==> src/rtl/vga_sync_gen_if.sv <==
// Output bundle of the VGA timing generator: coordinates, syncs, active flag,
// frame-start strobe and frame counter, with master (generator) and slave (consumer) views.
interface vga_sync_gen_if;
    logic [9:0]  o_display_x_pos;
    logic [9:0]  o_display_y_pos;
    logic        o_hSync;
    logic        o_vSync;
    logic        o_active;
    logic        o_frame_start;
    logic [15:0] o_frame_count;

    modport master (
        output o_display_x_pos,
        output o_display_y_pos,
        output o_hSync,
        output o_vSync,
        output o_active,
        output o_frame_start,
        output o_frame_count
    );

    modport slave (
        input o_display_x_pos,
        input o_display_y_pos,
        input o_hSync,
        input o_vSync,
        input o_active,
        input o_frame_start,
        input o_frame_count
    );
endinterface

==> src/rtl/vga_sync_gen.sv <==
// Free-running 640x480@60 VGA timing generator with registered, zero-skew outputs.
// Optional frame counter is built only when VGA_SYNC_FRAME_CNT_EN is defined.
module vga_sync_gen #(
    parameter int H_ACTIVE = 640,
    parameter int H_FP     = 16,
    parameter int H_SYNC   = 96,
    parameter int H_BP     = 48,
    parameter int V_ACTIVE = 480,
    parameter int V_FP     = 10,
    parameter int V_SYNC   = 2,
    parameter int V_BP     = 33
) (
    input  logic           i_CLK,
    input  logic           i_RST,
    vga_sync_gen_if.master vga
);

    localparam int H_TOTAL = H_ACTIVE + H_FP + H_SYNC + H_BP;
    localparam int V_TOTAL = V_ACTIVE + V_FP + V_SYNC + V_BP;

    localparam logic [9:0] H_LAST     = 10'(H_TOTAL - 1);
    localparam logic [9:0] V_LAST     = 10'(V_TOTAL - 1);
    localparam logic [9:0] H_ACT_END  = 10'(H_ACTIVE);
    localparam logic [9:0] V_ACT_END  = 10'(V_ACTIVE);
    localparam logic [9:0] HS_START   = 10'(H_ACTIVE + H_FP);
    localparam logic [9:0] HS_END     = 10'(H_ACTIVE + H_FP + H_SYNC);
    localparam logic [9:0] VS_START   = 10'(V_ACTIVE + V_FP);
    localparam logic [9:0] VS_END     = 10'(V_ACTIVE + V_FP + V_SYNC);

    logic [9:0] x_pos;
    logic [9:0] y_pos;
    logic [9:0] x_next;
    logic [9:0] y_next;
    logic       h_wrap;
    logic       v_wrap;
    logic       h_sync_q;
    logic       v_sync_q;
    logic       active_q;
    logic       frame_start_q;

    always_comb begin
        h_wrap = (x_pos == H_LAST);
        v_wrap = (y_pos == V_LAST);
        x_next = h_wrap ? 10'd0 : x_pos + 10'd1;
        y_next = y_pos;
        if (h_wrap) begin
            y_next = v_wrap ? 10'd0 : y_pos + 10'd1;
        end
    end

    // Every flag is decoded from the next coordinates so it lands in the same cycle as them.
    always_ff @(posedge i_CLK or posedge i_RST) begin
        if (i_RST) begin
            x_pos         <= 10'd0;
            y_pos         <= 10'd0;
            h_sync_q      <= 1'b1;
            v_sync_q      <= 1'b1;
            active_q      <= 1'b1;
            frame_start_q <= 1'b0;
        end else begin
            x_pos         <= x_next;
            y_pos         <= y_next;
            h_sync_q      <= !((x_next >= HS_START) && (x_next < HS_END));
            v_sync_q      <= !((y_next >= VS_START) && (y_next < VS_END));
            active_q      <= (x_next < H_ACT_END) && (y_next < V_ACT_END);
            frame_start_q <= h_wrap && v_wrap;
        end
    end

`ifdef VGA_SYNC_FRAME_CNT_EN
    logic [15:0] frame_count_q;

    // Advances on the same edge that raises the frame-start strobe.
    always_ff @(posedge i_CLK or posedge i_RST) begin
        if (i_RST) begin
            frame_count_q <= 16'd0;
        end else if (h_wrap && v_wrap) begin
            frame_count_q <= frame_count_q + 16'd1;
        end
    end

    assign vga.o_frame_count = frame_count_q;
`else
    assign vga.o_frame_count = 16'd0;
`endif

    assign vga.o_display_x_pos = x_pos;
    assign vga.o_display_y_pos = y_pos;
    assign vga.o_hSync         = h_sync_q;
    assign vga.o_vSync         = v_sync_q;
    assign vga.o_active        = active_q;
    assign vga.o_frame_start   = frame_start_q;

endmodule

==> src/flat_wrapper.sv <==
// flat-port wrapper written by rule: the top's interface ports become plain ports
module vga_sync_gen_flat 
#(
    parameter int H_ACTIVE = 640,
    parameter int H_FP     = 16,
    parameter int H_SYNC   = 96,
    parameter int H_BP     = 48,
    parameter int V_ACTIVE = 480,
    parameter int V_FP     = 10,
    parameter int V_SYNC   = 2,
    parameter int V_BP     = 33
)
  (i_CLK, i_RST, vga_o_display_x_pos, vga_o_display_y_pos, vga_o_hSync, vga_o_vSync, vga_o_active, vga_o_frame_start, vga_o_frame_count);
  vga_sync_gen_if vga_i ();
  input  logic i_CLK;
  input  logic i_RST;
  output wire logic [$bits(vga_i.o_display_x_pos)-1:0] vga_o_display_x_pos;
  output wire logic [$bits(vga_i.o_display_y_pos)-1:0] vga_o_display_y_pos;
  output wire logic [$bits(vga_i.o_hSync)-1:0] vga_o_hSync;
  output wire logic [$bits(vga_i.o_vSync)-1:0] vga_o_vSync;
  output wire logic [$bits(vga_i.o_active)-1:0] vga_o_active;
  output wire logic [$bits(vga_i.o_frame_start)-1:0] vga_o_frame_start;
  output wire logic [$bits(vga_i.o_frame_count)-1:0] vga_o_frame_count;
  assign vga_o_display_x_pos = vga_i.o_display_x_pos;
  assign vga_o_display_y_pos = vga_i.o_display_y_pos;
  assign vga_o_hSync = vga_i.o_hSync;
  assign vga_o_vSync = vga_i.o_vSync;
  assign vga_o_active = vga_i.o_active;
  assign vga_o_frame_start = vga_i.o_frame_start;
  assign vga_o_frame_count = vga_i.o_frame_count;
  vga_sync_gen #(.H_ACTIVE(H_ACTIVE), .H_FP(H_FP), .H_SYNC(H_SYNC), .H_BP(H_BP), .V_ACTIVE(V_ACTIVE), .V_FP(V_FP), .V_SYNC(V_SYNC), .V_BP(V_BP)) u_core (.i_CLK(i_CLK), .i_RST(i_RST), .vga(vga_i));
endmodule
==> config.mk <==
export PLATFORM = sky130hd
export DESIGN_NAME = vga_sync_gen_flat
export DESIGN_NICKNAME = d
export VERILOG_FILES = /design/src/rtl/vga_sync_gen_if.sv /design/src/rtl/vga_sync_gen.sv /design/src/flat_wrapper.sv
export SDC_FILE = /design/constraint.sdc
export NUM_CORES = 1
export LEC_CHECK = 0
export BUFFER_PORTS_ARGS = -buffer_cell sky130_fd_sc_hd__buf_2
export CAP_MARGIN = 20
export CORE_MARGIN = 4
export CORE_UTILIZATION = 35
export DETAILED_ROUTE_END_ITERATION = 10
export GPL_TIMING_DRIVEN = 0
export PLACE_DENSITY_LB_ADDON = 0.3
export SYNTH_ARGS = -nofsm -noshare
export SYNTH_HDL_FRONTEND = slang
export SYNTH_SLANG_ARGS = --single-unit
==> constraint.sdc <==
create_clock -name i_CLK -period 2.85 [get_ports i_CLK]
set_input_delay 0.1425 -clock i_CLK [delete_from_list [all_inputs] [get_ports i_CLK]]
set_output_delay 0.1425 -clock i_CLK [all_outputs]
set_load 0.05 [all_outputs]
==> flow_summary.toml <==
[timing]
tns_ns = 0
finalCritPeriodShare = 0.856
layout_min_cycle_time_ns = 2.44
worst_pin_slew_ns = 0.582
finalHoldViolations = 0
max_freq_mhz = 410
fin_skew_ns = 0.00725
timing.hold.ws_ns = 0.368
setup_viol = 0
rsz0062_at_grt = "no"
finalMaxSlewViolations = 0
slew_headroom = 0.609

[final_layout]
drive_above_1_share = 0.284
fin_nets = 218
seqCellArea_um2 = 604
n_antenna_cell = 0
fillers = 434
multiInputGateArea_um2 = 797
area_growth_pct = 23.1

[logic_synthesis]
synth_xor_area_frac = 0.0516
synth_top_family_by_area = "simple AND/OR/NAND/NOR gates"
ys_seq_elements = 24
synthFlopType = "dfrtp_1"
synth-edff-count = 0
yosys.area_share.simple = 0.243
synthAdderAreaFrac = 0.0328
yosysUniqueCellTypes = 45
synth-compound-area-share = 0.147
ys_seq_area_frac = 0.396
synth_warnings = 0
async_reset_ff_frac = 1.00
synthCells = 165
syn_area_um2 = 1530
synth_mux_area_frac = 0.00737
synth.avg_cell_area_um2 = 9.26

[critical_path]
crit_family = "simple AND/OR/NAND/NOR gates"
cp_max_fo = 10
r2r_slack_ns = 0.41
cp.depth = 7
r2r_end = "u_core.vga.o_active$_DFF_PP1_"
critPathBufInv = 1
cp_data_arrival_time_ns = 2.64
max_stage_delay_ns = 0.48
slowest_stage = "or3_4"
rr_startpoint = "u_core.vga.o_display_x_pos[0]$_DFF_PP0_"
cp.required_ns = 3.05
crit_type = "reg2reg"
start_kind = "flip-flop"
worst_setup_path_end_kind = "flip-flop"
reg2reg_depth = 7
cp_cell_sequence = "ha_1, nand4_1, or3_4, buf_6, o31ai_1, a22oi_2, a221oi_2"

[die]
dieArea_um2 = 5490
core_area_um2 = 4120
io_pins = 42
start_util = 0.371
die_w_um = 74.1
fp.dieH_um = 74.1
fp-row-count = 23

[placed_design]
dp_hpwl_um = 2550
routabilityCongestion = 0.877
port_buffers = 25

[global_routing]
grt_max_degree = 25
grtUsageTotal = 0.131
grt_pass1_wl_um = 5630
grt_pass1_vias = 1175
overflow = 0
antenna_found_initial = 0

[cts]
clock-sinks = 24
path_clk_slew_ns = 0.10
clockRootBuffer = "clkbuf_8"
cts_tree = "built"
clockBufferDepth = 2
cts_resized = 0
cts_buffers = 3
clkLatencyLatePin_ns = 0.27
h-tree-depth = 1

[pwr]
power.total_mw = 0.726
p_per_area_nw_per_um2 = 386
vdd_drop_max_uv = 149
leakagePower_nw = 0.855

[drt]
dr_total_vias = 1302
drtAntennaViolNets = 0
drt_pass1_iterations = 4
drt-initial-drc-count = 60
drt-wirelength-per-cell_um = 13.1
drc = 0
wl_um = 3420
vias_per_cell = 4.99

[job]
drv_cap = 0

[worst_hold_path]
hold_class = "in2async"

[run_status]
status = "complete, no violations"
Yosys cell counts, types with 3 or more instances:
cell / count / area, um2
a21oi_1: 4 / 20.0
and2_1: 4 / 25.0
and3_1: 5 / 31.3
and4_1: 3 / 26.3
buf_4: 16 / 120
clkbuf_1: 6 / 22.5
dfrtp_1: 21 / 526
dfstp_2: 3 / 78.8
ha_1: 4 / 50.1
inv_1: 5 / 18.8
nand2_1: 14 / 52.6
nand3_1: 10 / 50.1
nand4_1: 6 / 37.5
nor2_1: 11 / 41.3
nor4_1: 4 / 25.0
o21ai_0: 6 / 30.0
xnor2_1: 5 / 43.8
xor2_1: 4 / 35.0
per-layer routing:
metal  vias up  routed length [um]  track usage
li1        661                   -            -
met1       604                1660        0.187
met2        33                1530        0.197
met3         4                 197       0.0216
met4         0                  38       0.0503
met5         -                   0            0
metrics by stage:
step	utilization	instances	worst slack, ns	instance area (um2)
detailed placement	0.431	255	0.425	1770
CTS	0.448	259	0.391	1840
global route	0.457	261	0.262	1880
floorplan	-	180	0.295	1580
finish	0.457	261	0.411	1880
global placement	0.431	255	0.438	1770
state kept, by name, indices dropped and copies added, names as in the netlist:
register / count
u_core.vga.o_active: 1
u_core.vga.o_display_x_pos: 10
u_core.vga.o_display_y_pos: 10
u_core.vga.o_frame_start: 1
u_core.vga.o_hSync: 1
u_core.vga.o_vSync: 1
kinds of logic after synthesis:
group,Yosys count
muxes,1
xor gates and xnor gates,9
and+or+nand+nor,67
DFF,24
adders and majority gates,4
AOI/OAI and AO/OA,29
other,1
buffers and inverters,30
tightest hold or removal path, cell delays in order:
cell           delay (ns)
dlygate4sd3_1        0.52
buf_2                0.11
inv_1                0.28
layout by cell type (no fill, tap or decap), types with 4 or more instances in the layout:
cell type / count
nor4_1: 4
inv_1: 5
a21oi_1: 4
nand3_1: 10
dfrtp_1: 21
and2_1: 4
nor2_1: 11
buf_2: 27
buf_4: 16
nand2_1: 14
conb_1: 16
nand4_1: 6
ha_1: 4
o21ai_0: 6
clkbuf_1: 6
xor2_1: 4
xnor2_1: 5
and3_1: 5
how the worst max path moves through the flow:
stage	startpoint	end	slack, ns
floorplan	u_core.vga.o_display_x_pos[0]$_DFF_PP0_	u_core.vga.o_vSync$_DFF_PP1_	0.29
global placement	u_core.vga.o_display_x_pos[0]$_DFF_PP0_	u_core.vga.o_active$_DFF_PP1_	0.44
detailed placement	u_core.vga.o_display_x_pos[0]$_DFF_PP0_	u_core.vga.o_active$_DFF_PP1_	0.43
CTS	u_core.vga.o_display_x_pos[0]$_DFF_PP0_	u_core.vga.o_active$_DFF_PP1_	0.39
global route	u_core.vga.o_display_x_pos[0]$_DFF_PP0_	u_core.vga.o_vSync$_DFF_PP1_	0.26
finish	u_core.vga.o_display_x_pos[0]$_DFF_PP0_	u_core.vga.o_active$_DFF_PP1_	0.41
repair_timing:
action / 4_1_cts / 5_1_grt
endpoints found under the hold margin: 0 / 6
setup buffers: 0 / 0
hold buffers: 0 / 1
cell type report:
cell class | count | area share
Buffer | 25 | 0.0872
Clock buffer | 3 | 0.0220
Clock inverter | 1 | 0.0160
Inverter | 5 | 0.00998
Multi-Input combinational cell | 126 | 0.424
Sequential cell | 24 | 0.321
Tap cell | 50 | 0.0333
Timing Repair Buffer | 27 | 0.0865
power by group:
group	internal (mW)	switching, mW
sequential	0.340	0
combinational	0.0203	0.0561
clock	0.188	0.121
total	0.549	0.178
Power figures use the tool's default switching activity.
